--- src/rtl/lcd_pkg.sv ---
// Shared types and constants for the OUT-path LCD display block:
// FSM encodings, HD44780 command bytes, ASCII codes and small helpers.
package lcd_pkg;

  typedef enum logic [2:0] {
    ST_PWRUP,
    ST_INIT,
    ST_IDLE,
    ST_CONV,
    ST_POS,
    ST_CHARS
  } state_e;

  typedef enum logic [2:0] {
    WR_OFF,
    WR_SETUP,
    WR_EN,
    WR_HOLD,
    WR_WAIT
  } wr_phase_e;

  localparam logic [7:0] CMD_FUNC_8B2L = 8'h38;
  localparam logic [7:0] CMD_DISP_ON   = 8'h0C;
  localparam logic [7:0] CMD_CLEAR     = 8'h01;
  localparam logic [7:0] CMD_ENTRY     = 8'h06;
  localparam logic [7:0] CMD_LINE1     = 8'h80;

  localparam logic [7:0] ASCII_SPACE = 8'h20;
  localparam logic [7:0] ASCII_MINUS = 8'h2D;
  localparam logic [7:0] ASCII_ZERO  = 8'h30;

  localparam logic [3:0] LAST_INIT = 4'd3;
  localparam logic [3:0] LAST_CHAR = 4'd15;

  // Power-up command order: 8-bit/2-line, display on, clear, entry mode.
  function automatic logic [7:0] init_cmd(input logic [1:0] i);
    logic [7:0] c;
    unique case (i)
      2'd0:    c = CMD_FUNC_8B2L;
      2'd1:    c = CMD_DISP_ON;
      2'd2:    c = CMD_CLEAR;
      default: c = CMD_ENTRY;
    endcase
    return c;
  endfunction

  function automatic logic [3:0] add3(input logic [3:0] d);
    return (d >= 4'd5) ? d + 4'd3 : d;
  endfunction

endpackage

--- src/rtl/bin_bcd32.sv ---
// Sequential double-dabble: one shift-add-3 step per cycle, 32 steps.
// done pulses 33 cycles after start; bcd holds the result until the next start.
module bin_bcd32
  import lcd_pkg::*;
(
  input  logic        clk,
  input  logic        rst_n,
  input  logic        start,
  input  logic [31:0] bin,
  output logic        done,
  output logic [39:0] bcd
);

  logic [31:0] sh_q, sh_d;
  logic [39:0] bcd_q, bcd_d;
  logic [4:0]  cnt_q, cnt_d;
  logic        busy_q, busy_d;
  logic        done_q, done_d;
  logic [39:0] adj;

  always_comb begin
    for (int k = 0; k < 10; k++) begin
      adj[4*k +: 4] = add3(bcd_q[4*k +: 4]);
    end
  end

  always_comb begin
    sh_d   = sh_q;
    bcd_d  = bcd_q;
    cnt_d  = cnt_q;
    busy_d = busy_q;
    done_d = 1'b0;
    if (start) begin
      sh_d   = bin;
      bcd_d  = '0;
      cnt_d  = '0;
      busy_d = 1'b1;
    end else if (busy_q) begin
      bcd_d = {adj[38:0], sh_q[31]};
      sh_d  = {sh_q[30:0], 1'b0};
      cnt_d = cnt_q + 5'd1;
      if (cnt_q == 5'd31) begin
        busy_d = 1'b0;
        done_d = 1'b1;
      end
    end
  end

  always_ff @(posedge clk or negedge rst_n) begin
    if (!rst_n) begin
      sh_q   <= '0;
      bcd_q  <= '0;
      cnt_q  <= '0;
      busy_q <= 1'b0;
      done_q <= 1'b0;
    end else begin
      sh_q   <= sh_d;
      bcd_q  <= bcd_d;
      cnt_q  <= cnt_d;
      busy_q <= busy_d;
      done_q <= done_d;
    end
  end

  assign done = done_q;
  assign bcd  = bcd_q;

endmodule

--- src/rtl/lcd_saida_dados.sv ---
// Shows each OUT-instruction value as a right-justified signed decimal on line 1
// of a 16x2 HD44780 LCD. Write-only bus; all delays are counted, never polled.
module lcd_saida_dados
  import lcd_pkg::*;
#(
  parameter int PWRUP_CYC = 750000,
  parameter int EN_CYC    = 25,
  parameter int SETUP_CYC = 4,
  parameter int CMD_CYC   = 2500,
  parameter int CLR_CYC   = 100000
) (
  input  logic        clock,
  input  logic        reset,
  input  logic        valor_valido,
  input  logic [31:0] valor,
  output logic        ocupado,
  output logic [7:0]  LCD_DATA,
  output logic        LCD_RS,
  output logic        LCD_RW,
  output logic        LCD_EN
);

  localparam logic [31:0] PWRUP_LAST = 32'(PWRUP_CYC - 1);
  localparam logic [31:0] EN_LAST    = 32'(EN_CYC - 1);
  localparam logic [31:0] SETUP_LAST = 32'(SETUP_CYC - 1);
  localparam logic [31:0] CMD_LAST   = 32'(CMD_CYC - 1);
  localparam logic [31:0] CLR_LAST   = 32'(CLR_CYC - 1);

  // Handshake between the main FSM and the byte writer: wr_start is only
  // raised while the writer sits in WR_OFF, and the writer answers with a
  // one-cycle wr_done at the end of its post-write wait; the next byte is
  // then offered on the following cycle.
  state_e      state_q, state_d;
  logic [3:0]  idx_q, idx_d;
  logic [31:0] val_q, val_d;
  logic        pend_q, pend_d;
  logic [31:0] pend_val_q, pend_val_d;
  logic        conv_seen_q;

  wr_phase_e   ph_q, ph_d;
  logic [31:0] cnt_q, cnt_d;
  logic        en_q, en_d;
  logic        rs_q, rs_d;
  logic [7:0]  data_q, data_d;
  logic        clr_q, clr_d;

  logic        wr_start, wr_rs, wr_done;
  logic [7:0]  wr_byte;
  logic        pwrup_done;
  logic [31:0] wait_last;

  logic        bcd_start, bcd_done;
  logic [39:0] bcd_bus;
  logic [31:0] mag;
  logic [3:0]  msd, digit_idx, digit;
  logic [7:0]  char_byte;

  // ---------------------------------------------------------------- converter
  // 0x80000000 negates to itself, which read unsigned is the right magnitude.
  assign mag = val_q[31] ? (32'd0 - val_q) : val_q;

  bin_bcd32 u_bcd (
    .clk   (clock),
    .rst_n (reset),
    .start (bcd_start),
    .bin   (mag),
    .done  (bcd_done),
    .bcd   (bcd_bus)
  );

  // ---------------------------------------------------------------- formatter
  always_comb begin
    msd = 4'd0;
    for (int k = 1; k < 10; k++) begin
      if (bcd_bus[4*k +: 4] != 4'd0) msd = 4'(k);
    end
  end

  // Column idx maps to BCD digit 15-idx; columns 0..5 can only hold blanks or '-'.
  always_comb begin
    digit_idx = 4'd15 - idx_q;
    digit     = 4'(bcd_bus >> {digit_idx, 2'b00});
    char_byte = ASCII_SPACE;
    if (idx_q >= 4'd6 && digit_idx <= msd) begin
      char_byte = ASCII_ZERO + {4'd0, digit};
    end else if (val_q[31] && idx_q == (4'd14 - msd)) begin
      char_byte = ASCII_MINUS;
    end
  end

  // ---------------------------------------------------------------- main FSM
  assign pwrup_done = (state_q == ST_PWRUP) && (cnt_q == PWRUP_LAST);

  always_ff @(posedge clock or negedge reset) begin
    if (!reset) begin
      state_q     <= ST_PWRUP;
      idx_q       <= '0;
      val_q       <= '0;
      pend_q      <= 1'b0;
      pend_val_q  <= '0;
      conv_seen_q <= 1'b0;
    end else begin
      state_q     <= state_d;
      idx_q       <= idx_d;
      val_q       <= val_d;
      pend_q      <= pend_d;
      pend_val_q  <= pend_val_d;
      conv_seen_q <= (state_q == ST_CONV);
    end
  end

  always_comb begin
    state_d    = state_q;
    idx_d      = idx_q;
    val_d      = val_q;
    pend_d     = pend_q;
    pend_val_d = pend_val_q;
    if (valor_valido && state_q != ST_IDLE) begin
      pend_d     = 1'b1;
      pend_val_d = valor;
    end
    unique case (state_q)
      ST_PWRUP: begin
        if (pwrup_done) begin
          state_d = ST_INIT;
          idx_d   = '0;
        end
      end
      ST_INIT, ST_CHARS: begin
        if (wr_done) begin
          if (idx_q == ((state_q == ST_INIT) ? LAST_INIT : LAST_CHAR)) begin
            idx_d = '0;
            // A value that arrived while busy (even this very cycle) is shown next.
            if (valor_valido || pend_q) begin
              state_d = ST_CONV;
              val_d   = valor_valido ? valor : pend_val_q;
              pend_d  = 1'b0;
            end else begin
              state_d = ST_IDLE;
            end
          end else begin
            idx_d = idx_q + 4'd1;
          end
        end
      end
      ST_IDLE: begin
        if (valor_valido) begin
          state_d = ST_CONV;
          val_d   = valor;
        end
      end
      ST_CONV: begin
        if (bcd_done) state_d = ST_POS;
      end
      ST_POS: begin
        if (wr_done) begin
          state_d = ST_CHARS;
          idx_d   = '0;
        end
      end
      default: state_d = ST_PWRUP;
    endcase
  end

  always_comb begin
    ocupado   = (state_q != ST_IDLE);
    bcd_start = (state_q == ST_CONV) && !conv_seen_q;
    wr_start  = 1'b0;
    wr_byte   = 8'h00;
    wr_rs     = 1'b0;
    if (ph_q == WR_OFF) begin
      unique case (state_q)
        ST_INIT: begin
          wr_start = 1'b1;
          wr_byte  = init_cmd(idx_q[1:0]);
        end
        ST_POS: begin
          wr_start = 1'b1;
          wr_byte  = CMD_LINE1;
        end
        ST_CHARS: begin
          wr_start = 1'b1;
          wr_byte  = char_byte;
          wr_rs    = 1'b1;
        end
        default: wr_start = 1'b0;
      endcase
    end
  end

  // ---------------------------------------------------------------- byte writer
  // The shared counter also times the power-up wait while the writer is idle.
  assign wait_last = clr_q ? CLR_LAST : CMD_LAST;

  always_comb begin
    ph_d    = ph_q;
    cnt_d   = cnt_q + 32'd1;
    en_d    = en_q;
    rs_d    = rs_q;
    data_d  = data_q;
    clr_d   = clr_q;
    wr_done = 1'b0;
    unique case (ph_q)
      WR_OFF: begin
        cnt_d = '0;
        if (wr_start) begin
          ph_d   = WR_SETUP;
          data_d = wr_byte;
          rs_d   = wr_rs;
          clr_d  = !wr_rs && (wr_byte == CMD_CLEAR);
        end else if (state_q == ST_PWRUP && !pwrup_done) begin
          cnt_d = cnt_q + 32'd1;
        end
      end
      WR_SETUP: begin
        if (cnt_q == SETUP_LAST) begin
          ph_d  = WR_EN;
          en_d  = 1'b1;
          cnt_d = '0;
        end
      end
      WR_EN: begin
        if (cnt_q == EN_LAST) begin
          ph_d  = WR_HOLD;
          en_d  = 1'b0;
          cnt_d = '0;
        end
      end
      WR_HOLD: begin
        if (cnt_q == SETUP_LAST) begin
          ph_d  = WR_WAIT;
          cnt_d = '0;
        end
      end
      WR_WAIT: begin
        if (cnt_q == wait_last) begin
          ph_d    = WR_OFF;
          cnt_d   = '0;
          wr_done = 1'b1;
        end
      end
      default: begin
        ph_d  = WR_OFF;
        en_d  = 1'b0;
        cnt_d = '0;
      end
    endcase
  end

  always_ff @(posedge clock or negedge reset) begin
    if (!reset) begin
      ph_q   <= WR_OFF;
      cnt_q  <= '0;
      en_q   <= 1'b0;
      rs_q   <= 1'b0;
      data_q <= 8'h00;
      clr_q  <= 1'b0;
    end else begin
      ph_q   <= ph_d;
      cnt_q  <= cnt_d;
      en_q   <= en_d;
      rs_q   <= rs_d;
      data_q <= data_d;
      clr_q  <= clr_d;
    end
  end

  assign LCD_EN   = en_q;
  assign LCD_RS   = rs_q;
  assign LCD_DATA = data_q;
  assign LCD_RW   = 1'b0;

endmodule

--- config.mk ---
export PLATFORM = sky130hd
export DESIGN_NAME = lcd_saida_dados
export DESIGN_NICKNAME = d
export VERILOG_FILES = /design/src/rtl/lcd_pkg.sv /design/src/rtl/bin_bcd32.sv /design/src/rtl/lcd_saida_dados.sv
export SDC_FILE = /design/constraint.sdc
export NUM_CORES = 1
export LEC_CHECK = 0
export CAP_MARGIN = 25
export CORE_MARGIN = 2
export CORE_UTILIZATION = 46
export CTS_CLUSTER_DIAMETER = 100
export CTS_CLUSTER_SIZE = 12
export DETAILED_ROUTE_END_ITERATION = 7
export PLACE_DENSITY = 0.74
export SYNTH_ARGS = -nofsm -noshare
export SYNTH_HDL_FRONTEND = slang
export SYNTH_HIERARCHICAL = 1
export SYNTH_SLANG_ARGS = --single-unit
--- constraint.sdc ---
create_clock -name clock -period 7.16 [get_ports clock]
set_input_delay 1.79 -clock clock [delete_from_list [all_inputs] [get_ports clock]]
set_output_delay 1.79 -clock clock [all_outputs]
set_load 0.03 [all_outputs]
Word-level counts from Yosys, hierarchy flattened
Cells that the tools add are included.

Register bits: 198. Latch bits: 0. RAM bits: 0. Memory bits (read-only): 0. Memories kept: 0.

$add $sub $neg: 17. Multipliers: 0. Divide/modulo/power cells: 0. Magnitude comparators: 12. Eq/ne operators: 32. Shift operators: 1. Multiplexer cells: 84. Bitwise gates (word level): 1. Reductions and logical operators: 36.

Operators with widths (count): $mux W32 (13); $pmux W32 S4 (1); $mux W4 (21); $mux W40 (2); $pmux W32 S2 (1); $ge A4 B3 Y1 const B (11); $shr A40 B6 Y4 (1); $add A4 B2 Y4 const B (9); $mux W3 (12); $reduce_bool A4 Y1 (9); $add A32 B1 Y32 const B (1); $eq A32 B17 Y1 (1); $eq A32 B2 Y1 const B (1); $eq A32 B20 Y1 const B (1); $eq A32 B5 Y1 const B (1); $sub A1 B32 Y32 const A (1); $pmux W3 S5 (2); $pmux W8 S3 (1); $ne A2 B2 Y1 const B (11); $mux W1 (21); $pmux W6 S3 (1); $mux W17 (1); $eq A3 B2 Y1 const B (4); $pmux W4 S3 (1); other kinds (35) (55).

Depth between registers and ports, before layout
Gate-level depths: netlist (run 1).

Word-level depth: 19. Mapped depth: 13. Gate-level depth less buffers: 13.

Modules after synthesis
Netlist (run 1), hierarchy kept.

By module, submodules not included: lcd_saida_dados (instances 1, cells each 691, area each 7140.6 sq um, sequential area each 2952.8 sq um); bin_bcd32 (instances 1, cells each 444, area each 4375.4 sq um, sequential area each 1976.9 sq um).

Worst setup path after synthesis (run 1)
OpenSTA, ideal clock, no wires.

Path type: input port to flip-flop. From: in valor_valido. To: reg val_q[16]. Setup time: 127 ps. Arrival: 3046 ps. Data required time: 7033 ps. Setup slack: 3986 ps. Stages: 5. Path buffers: 2. Cell sequence: nor2b_1 clkbuf_1 clkbuf_1 mux2_2 mux2_1.

Cells in the longest elaborated chain, start to end: 5. Elaborated cells between the ends (all ways): 9. Classes of those cells: eq/ne: 2; mux: 5; reduce/logical: 2.

Ends and longest elaborated chain: start, declared (line lcd_saida_dados.sv:14) `input logic valor_valido,`; $mux W32 (line lcd_saida_dados.sv:136) `val_d = valor_valido ? valor : pend_val_q;`; $mux W32 (line lcd_saida_dados.sv:134) `if (valor_valido || pend_q) begin`; $mux W32 (line lcd_saida_dados.sv:131) `if (idx_q == ((state_q == ST_INIT) ? LAST_INIT : LAST_CHAR)) begin`; $mux W32 (line lcd_saida_dados.sv:130) `if (wr_done) begin`; $pmux W32 S2 (line lcd_saida_dados.sv:122) `unique case (state_q)`; end signal, assigned (line lcd_saida_dados.sv:105) `val_q <= val_d;`; end, declared (line lcd_saida_dados.sv:35) `logic [31:0] val_q, val_d;`.

Parallel ways exist; a longest one is shown, timed or not. The select of a mux whose other input is x is not followed. A chain may end at the register's enable or synchronous reset.

Worst setup path after layout (run 1)
From: reg state_q[2]. To: out ocupado.

Cells in the longest elaborated chain, start to end: 1.

Ends and longest elaborated chain: start, declared (line lcd_saida_dados.sv:33) `state_e state_q, state_d;`; start signal, assigned (line lcd_saida_dados.sv:103) `state_q <= state_d;`; $ne A3 B2 Y1 (line lcd_saida_dados.sv:166) `ocupado = (state_q != ST_IDLE);`; end, declared (line lcd_saida_dados.sv:16) `output logic ocupado,`.

No other way between the ends.

==> results of run 1 <==
power by group:
group | internal [mW] | switching [mW]
sequential | 1.14 | 0.0200
clock | 0.492 | 0.524
combinational | 0.0748 | 0.0643
layout make-up:
| cell class | instances | area (µm²) |
|---|---|---|
| fill | 2145 | 11690 |
| multi-input combinational | 834 | 6095 |
| sequential | 197 | 4933 |
| timing repair buffer | 56 | 554.3 |
| clock buffer | 17 | 425.4 |
| tap | 324 | 405.4 |
| clock inverter | 15 | 212.7 |
| inverter | 40 | 150.1 |
flip-flops by register name (all words and copies together) (netlist names), 4 cells and up:
| register | count |
|---|---|
| pend_val_q | 32 |
| u_bcd/cnt_q | 5 |
| cnt_q | 32 |
| idx_q | 4 |
| u_bcd/sh_q | 32 |
| u_bcd/bcd | 40 |
| LCD_DATA | 7 |
| val_q | 32 |
routing by layer:
layer	vias to the layer above	GRT usage	wire, µm
met5	-	0	0
met4	0	0.04747	263
met3	22	0.03269	870
met2	175	0.2926	10850
met1	4167	0.2621	11160
li1	4102	-	-
cell usage in the layout, fill, tap and decap left out, types with 5 or more instances in the layout:
cell type	Yosys	layout
o21ai_0	78	78
a21oi_1	38	38
nor4b_1	8	8
clkbuf_16	0	17
nand2_1	93	93
nor3_1	15	15
nand4_1	19	19
ha_1	35	35
a22oi_1	6	6
clkdlybuf4s50_1	0	43
nand2b_1	20	20
or4b_1	8	8
o31ai_1	24	24
o311ai_1	7	7
buf_4	5	11
a211oi_1	5	5
nand4b_1	9	9
nand3_1	39	39
mux2_2	85	85
nor2b_1	12	10
mux4_2	7	7
or4_1	5	5
xor2_1	24	24
nor4_1	16	16
and3_1	6	6
dfrtp_1	197	196
or3_1	15	15
clkinv_8	0	5
nor2_1	81	81
a31oi_1	7	7
mux2_4	8	8
inv_1	40	40
xnor2_1	48	48
mux2i_1	43	43
or2_2	8	8
cell families after synthesis:
logic type / share of synthesized area
buf+inv: 0.04465
xor+xnor: 0.05476
flops: 0.4281
mux: 0.1475
other cells: 0.0003256
compound gates: 0.1172
simple gates: 0.1694
fa+ha+maj: 0.03803
through the flow:
stage | worst slack (ns) | total power, mW
final | 3.095 | 2.313
after global routing | 2.981 | 2.401
after CTS | 3.111 | 2.337
after detailed placement | 3.423 | 1.320
after global placement | 3.493 | 1.315
after floorplan | 3.986 | 1.258
final timing paths:
check	slack, ns	to	cells after the start
max in group asynchronous	4.70	u_bcd/sh_q[24]	3
hold / removal	0.48	LCD_DATA[1]	2
setup reg to reg	3.70	clr_q	13
setup / recovery	3.09	ocupado	3
hold reg to reg	0.48	LCD_DATA[1]	2
min in group asynchronous	1.32	u_bcd/bcd[22]	1
tightest hold or removal path, delay by kind of cell, from the launching register on:
kind	cells	cell delay [ns]
and+or+nand+nor	1	0.04
DFF	1	0.35
AOI/OAI and AO/OA	1	0.06
==> flow_metrics.tcl, run 1 <==
set metrics [dict create \
    design_area_mm2 0.01278 \
    final_core_util 0.5223 \
    p_leak_nw 5.090 \
    rows 57 \
    cts_resized 0 \
    vias_per_cell 5.709 \
    grt_start_max_net_pins 94 \
    clk_latency_ns 0.45 \
    crit_path_start_kind "flip-flop" \
    grt_pass1_wl_um 40430 \
    max_freq_ghz 0.2460 \
    dp_cells 1450 \
    final.period_utilization 0.5678 \
    design.core.area_mm2 0.02446 \
    status "finished, final reports clean" \
    die_x_um 162.2 \
    yosysWarnings 6 \
    path_buf_inv 1 \
    clockBufferDepth 2 \
    min-delay-path-class "flip-flop to flip-flop" \
    start_util 0.4708 \
    postCtsSetupBuffers 0 \
    crit_path_end_kind "output pin" \
    slew_headroom 0.3683 \
    synth_area_leaders "dfrtp_1 (43%), mux2_2 (8.3%), ha_1 (3.8%)" \
    critical-path-top-delay-family "buffers and inverters" \
    timing.rr.start "u_bcd/bcd[8]" \
    cts-htree-levels 4 \
    syn2layout_area_growth_pct 10.94 \
    num_vias 8466 \
    cts-hold-fix-buffers 0 \
    drc 0 \
    ys_seq_area_frac 0.4281 \
    grt_setup_unrepaired "false" \
    track_usage 0.1842 \
    drive_above_1_share 0.1458 \
    crit_path_top_delay_cell "clkdlybuf4s50_1" \
    tritoncts "yes" \
    netlist_area_mm2 0.01152 \
    nNetsFinal 1216 \
    antenna_found_initial 1 \
    layout_min_cycle_time_ns 4.065 \
    setup_viol 0 \
    tns_ns 0 \
    drt_iter0_drc 589 \
    die_y_um 162.2 \
    fin_worst_skew_ns 0.02308 \
    drv_slew 0 \
    holdCritStartpoint "LCD_DATA[1]" \
    synthesis.instances 1135 \
    synthTopCellsByCount "dfrtp_1 (197), nand2_1 (93), mux2_2 (85)" \
    n_antenna_cell 0 \
    critPathLaunch "state_q[2]" \
    worst_pin_slew_ns 0.9475 \
    power.density_mw_per_mm2 181.1 \
    firstDrtPassIters 5 \
    clock_sinks 197 \
    critPathMaxStageDelay_ns 0.77 \
    dieArea_mm2 0.02632 \
    gr-total-overflow 0 \
    avgSynthCellArea_um2 10.15 \
    grt_pass1_vias 8319 \
    synthFlopType "dfrtp_1" \
    dpl-instance-area_mm2 0.01211 \
    synth_top_cell_area_share 0.4281 \
    cts_buffers 17 \
    wl_per_cell_um 15.61 \
    max_cap_violations 0 \
    yosysTopAreaCell "dfrtp_1" \
    clock-root-buffer "clkbuf_16" \
    dp_hpwl_um 15450 \
    crit_type "flip-flop to output pin" \
    yosys_register_bits 197 \
    path_clk_slew_ns 0.08 \
    crit_arrival_ns 2.28 \
    synthArstFlopShare 1.000 \
    vdd_drop_max_mv 0.1188 \
    ant_nets 0 \
    yosysUniqueCellTypes 72 \
    cp.required_ns 5.37 \
    synth_most_common_cell "dfrtp_1" \
    io_buffers 44 \
    synth_edf_count 0 \
    hold_violations 0 \
    holdWs_ns 0.4797 \
    fin_cells 1483 \
    ios 47 \
    place.gp.congestion 0.8447 \
    worstPathCellList "nor2b_1 -> nand2b_1 -> clkdlybuf4s50_1" \
    path_max_fanout 16 \
    routed_wl_um 23140 \
]
No activity file was read; power rests on OpenSTA's default activity.
==> inputs of run 2 (changes only) <==
==> constraint.sdc (replaced) <==
create_clock -name clock -period 3.95 [get_ports clock]
set_input_delay 0.9875 -clock clock [delete_from_list [all_inputs] [get_ports clock]]
set_output_delay 0.9875 -clock clock [all_outputs]
set_load 0.03 [all_outputs]
==> run 2 against run 1 <==
Against the previous run: wire length decreased by 1.6%; global-route usage fell by 0.41 points; sequential share of layout area is essentially flat; critical path type is now flip-flop to flip-flop; critical endpoint is now clr_q; largest cell class unchanged; critical path depth increased by 10; sequential power grew 81%; non-clock buffer count did not move; clock skew fell by 0.0010 ns; final cell count stayed put; setup slack got worse by 2.5 ns; sequential cell count stayed put; via count decreased by 0.98%.
==> flow_metrics.tcl, run 2 (synthesis results as in run 1) <==
set metrics [dict create \
    clk_latency_ns 0.46 \
    start_util 0.4708 \
    dp_hpwl_um 15160 \
    worst_pin_slew_ns 0.9711 \
    grt_setup_unrepaired "false" \
    postCtsSetupBuffers 0 \
    worstHoldEndpoint "LCD_DATA[1]" \
    cp.required_ns 4.29 \
    setup_slack_ns 0.6155 \
    vias_per_cell 5.653 \
    firstDrtPassIters 4 \
    io_buffers 44 \
    drc 0 \
    grt_start_max_net_pins 96 \
    wl_per_cell_um 15.36 \
    path_clk_slew_ns 0.08 \
    syn2layout_area_growth_pct 11.07 \
    fin_worst_skew_ns 0.02204 \
    p_leak_nw 5.092 \
    path_max_fanout 8 \
    drive_above_1_share 0.1458 \
    gr-total-overflow 0 \
    drv_slew 0 \
    ant_nets 0 \
    hold_violations 0 \
    pre_cts_slack_ns 0.7131 \
    crit_arrival_ns 3.68 \
    cts_resized 0 \
    r2r_slack_ns 0.62 \
    design.core.area_mm2 0.02446 \
    holdWs_ns 0.4869 \
    r2r-end "clr_q" \
    final.period_utilization 0.8442 \
    design_area_mm2 0.01279 \
    num_vias 8383 \
    largest_register_ffs 40 \
    n_antenna_cell 0 \
    power.density_mw_per_mm2 330.2 \
    crit_path_end_kind "flip-flop" \
    final_common_cell "dfrtp_1" \
    routed_wl_um 22780 \
    clock-root-buffer "clkbuf_16" \
    rows 57 \
    mostFrequentLayoutCells "dfrtp_1 (196), nand2_1 (93), mux2_2 (85), nor2_1 (81), o21ai_0 (78)" \
    track_usage 0.1801 \
    cts_buffers 17 \
    max_cap_violations 0 \
    holdCritStartpoint "LCD_DATA[1]" \
    slew_headroom 0.3526 \
    min-delay-path-class "flip-flop to flip-flop" \
    hold_depth 2 \
    cts-hold-fix-buffers 0 \
    crit_path_start_kind "flip-flop" \
    timing.rr.start "u_bcd/bcd[8]" \
    die_x_um 162.2 \
    clock_sinks 197 \
    dieArea_mm2 0.02632 \
    clockBufferDepth 2 \
    grt_pass1_wl_um 39350 \
    tritoncts "yes" \
    cts-htree-levels 4 \
    dpl-instance-area_mm2 0.01214 \
    grt_pass1_vias 8173 \
    setup_viol 0 \
    vdd_drop_max_mv 0.2148 \
    die_y_um 162.2 \
    ff2ff_path_depth 13 \
    tns_ns 0 \
    drt_iter0_drc 611 \
    place.gp.congestion 0.8552 \
    antenna_found_initial 0 \
    layout_min_cycle_time_ns 3.334 \
    crit_type "flip-flop to flip-flop" \
    max_freq_ghz 0.2999 \
    nNetsFinal 1216 \
    status "finished, final reports clean" \
    ios 47 \
]
==> run 2: cell count changes in the layout (fill, tap and decap cells not counted) <==
cell and delta:
buf_16 -1, buf_12 +2, inv_12 +2, inv_6 -1, buf_4 -1, clkinv_4 +1
inv_8 -2
==> run 2: where the power goes <==
part           leakage (nW)  internal [mW]  switching (mW)  total [mW]
sequential             2.62           2.06          0.0348        2.10
clock                 0.311          0.898           0.977        1.87
combinational          2.16          0.134           0.116       0.250
==> run 2: worst max-delay path by stage <==
| stage | from | to |
|---|---|---|
| final | u_bcd/bcd[8] | clr_q |
| after detailed placement | u_bcd/bcd[8] | LCD_DATA[3] |
| after floorplan | u_bcd/bcd[36] | clr_q |
| after global routing | u_bcd/bcd[8] | LCD_DATA[3] |
| after global placement | u_bcd/bcd[8] | clr_q |
| after CTS | u_bcd/bcd[8] | LCD_DATA[3] |
==> run 2: final cells by class <==
class / instances / area (µm²)
Fill cell: 2155 / 11670
Tap cell: 324 / 405.4
Clock buffer: 17 / 425.4
Clock inverter: 15 / 222.7
Timing Repair Buffer: 56 / 559.3
Inverter: 40 / 150.1
Multi-Input combinational cell: 834 / 6095
Sequential cell: 197 / 4933
==> run 2: critical path, cell delays in order (launching register included) <==
cell and delay [ns]:
dfrtp_1 0.45, nor4_1 0.48, o41ai_1 0.18, a21bo_2 0.25, nand2_1 0.06, a21oi_1 0.06, o21bai_1 0.23, ha_1 0.28
xnor2_1 0.13, nor4b_1 0.32, nand3_1 0.12, a211oi_1 0.33, nor4_1 0.12, a32o_1 0.24
==> run 2: per-layer routing <==
| metal | global-route usage | up-vias | part of all wire |
|---|---|---|---|
| met1 | 0.2451 | 4096 | 0.48 |
| li1 | - | 4098 | - |
| met5 | 0 | - | 0 |
| met2 | 0.2954 | 158 | 0.47 |
| met4 | 0.05913 | 0 | 0.016 |
| met3 | 0.02860 | 31 | 0.031 |
==> run 2: per-stage QoR <==
stage | util | power (mW) | instances
after floorplan | - | 2.279 | 1136
after global routing | 0.5229 | 4.381 | 1483
after global placement | 0.4964 | 2.383 | 1451
after detailed placement | 0.4964 | 2.393 | 1451
after CTS | 0.5229 | 4.260 | 1483
final | 0.5229 | 4.223 | 1483
==> inputs of run 3 (changes only) <==
--- a/config.mk
+++ b/config.mk
@@ -11,7 +11,7 @@
 export CTS_CLUSTER_DIAMETER = 100
 export CTS_CLUSTER_SIZE = 12
 export DETAILED_ROUTE_END_ITERATION = 7
-export PLACE_DENSITY = 0.74
+export PLACE_DENSITY = 0.77
 export SYNTH_ARGS = -nofsm -noshare
 export SYNTH_HDL_FRONTEND = slang
 export SYNTH_HIERARCHICAL = 1
==> constraint.sdc (replaced) <==
create_clock -name clock -period 3.05 [get_ports clock]
set_input_delay 0.7625 -clock clock [delete_from_list [all_inputs] [get_ports clock]]
set_output_delay 0.7625 -clock clock [all_outputs]
set_load 0.03 [all_outputs]
==> run 3 against run 2 <==
Against the previous run: the flow now finishes with violations (setup timing); maximum frequency is 8.8% higher; clock-buffer cell count stayed put; die area stayed put; final cell count is 2.5% higher; critical path depth is 2 higher; wire length is 4.5% higher.
==> flow_metrics.tcl, run 3 (synthesis results as in run 1) <==
set metrics [dict create \
    status "complete, but fails checks" \
    violations "setup timing" \
    power.density_mw_per_mm2 404.1 \
    clock-root-buffer "clkbuf_16" \
    slew_headroom 0.4670 \
    cts_buffers 17 \
    firstDrtPassIters 5 \
    fin_worst_skew_ns 0.01845 \
    critPathMaxStageDelay_ns 0.41 \
    drive_above_1_share 0.1814 \
    cp.required_ns 3.38 \
    p_leak_nw 5.298 \
    antenna_found_initial 0 \
    r2r-end "clr_q" \
    dieArea_mm2 0.02632 \
    track_usage 0.1870 \
    cts-htree-levels 4 \
    max_freq_ghz 0.3262 \
    worstPathCellList "nor4_4 -> buf_4 -> o41ai_2 -> a21bo_2 -> nand2_1 -> a21oi_1 -> o21bai_1 -> ha_1 -> xnor2_2 -> nor4b_2 -> nand3_1 -> a211oi_2 -> buf_4 -> nor4_2 -> a32o_1" \
    largest_register_ffs 40 \
    final.period_utilization 1.005 \
    r2r_slack_ns -0.02 \
    n_antenna_cell 0 \
    max_cap_violations 0 \
    hold_violations 0 \
    vdd_drop_max_mv 0.3025 \
    clock_sinks 197 \
    drt_iter0_drc 500 \
    setup_viol 1 \
    grt_pass1_wl_um 40610 \
    drv_slew 0 \
    io_buffers 44 \
    cpMostUsedCell "buf_4" \
    wl_per_cell_um 15.65 \
    ff2ff_path_depth 15 \
    crit_path_top_delay_cell "dfrtp_1" \
    syn2layout_area_growth_pct 14.24 \
    rows 57 \
    die_y_um 162.2 \
    path_max_fanout 3 \
    pre_cts_slack_ns -0.03226 \
    die_x_um 162.2 \
    timing.rr.start "u_bcd/bcd[9]" \
    crit_path_end_kind "flip-flop" \
    ant_nets 0 \
    vias_per_cell 5.609 \
    min-delay-path-class "primary input to async pin" \
    path_clk_slew_ns 0.08 \
    grt_setup_unrepaired "true" \
    drc 0 \
    grt_pass1_vias 8353 \
    crit_type "flip-flop to flip-flop" \
    setup_slack_ns -0.01565 \
    place.gp.congestion 0.9493 \
    final_common_cell "dfrtp_1" \
    nNetsFinal 1253 \
    mostFrequentLayoutCells "dfrtp_1 (196), nand2_1 (93), mux2_2 (85), nor2_1 (80), o21ai_0 (78)" \
    dp_hpwl_um 16030 \
    ios 47 \
    grt_start_max_net_pins 85 \
    design.core.area_mm2 0.02446 \
    num_vias 8526 \
    tritoncts "yes" \
    cts-hold-fix-buffers 0 \
    clk_latency_ns 0.45 \
    gr-total-overflow 0 \
    critPathLaunch "u_bcd/bcd[9]" \
    worst_pin_slew_ns 0.7996 \
    crit_arrival_ns 3.39 \
    finalPower_mw 5.316 \
    holdWs_ns 0.3040 \
    layout_min_cycle_time_ns 3.066 \
    crit_path_start_kind "flip-flop" \
    start_util 0.4708 \
    routed_wl_um 23790 \
    clockBufferDepth 2 \
]
[run 3: cell count changes in the layout (fill, tap and decap cells not counted), sizes merged]
cell	before	now
clkdlybuf4s50	43	42
buf	12	49
clkinvlp	0	1
clkinv	6	5
dlymetal6s2s	0	1
[run 3: worst max-delay path, delay by kind of cell, from the launching register on]
family	cells	cell delay [ns]
XOR/XNOR	1	0.14
buffers and inverters	2	0.32
adder cells (fa/ha/maj)	1	0.29
AND/OR/NAND/NOR	5	0.85
AO/OA/AOI/OAI	6	0.95
flip-flops	1	0.41
[run 3: per-stage QoR]
stage	area (µm²)	utilization	cells	TNS, ns
finish	13160	0.5378	1520	-0.01565
global route	13160	0.5378	1520	-0.4571
CTS	13060	0.5339	1518	0
detailed placement	12460	0.5092	1486	-0.03873
global placement	12460	0.5092	1486	0
floorplan	11520	-	1136	0
[run 3: what timing repair did]
action                                  4_1_cts  5_1_grt
setup buffers                                 0        2
pin swaps                                     0        2
gates resized for setup                       1       14
hold endpoints to repair                      0        0
endpoints found under the setup margin        3       14
[run 3: area by class of cell]
class,instances,area (µm²)
Multi-Input combinational cell,834,6180
Clock inverter,15,172.7
Fill cell,2105,11310
Clock buffer,17,425.4
Sequential cell,197,4933
Inverter,40,150.1
Tap cell,324,405.4
Timing Repair Buffer,93,889.6
[run 3: worst max-delay path by stage]
stage	to	slack (ns)
after floorplan	clr_q	0.21
after global placement	clr_q	0.03
after detailed placement	clr_q	-0.03
after CTS	clr_q	0.003
after global routing	clr_q	-0.17
final	clr_q	-0.02
[run 3: power by group]
part           switching (mW)  internal [mW]
combinational           0.152          0.179
clock                    1.15           1.11
sequential             0.0461           2.67
total                    1.35           3.96
[run 3: routing by layer]
metal / GRT usage / wire (µm) / up-vias / part of all wire
met5: 0 / 0 / - / 0
met4: 0.05792 / 441 / 0 / 0.019
met3: 0.03805 / 917 / 39 / 0.039
met2: 0.2897 / 10950 / 177 / 0.46
met1: 0.2653 / 11490 / 4120 / 0.48
li1: - / - / 4190 / -
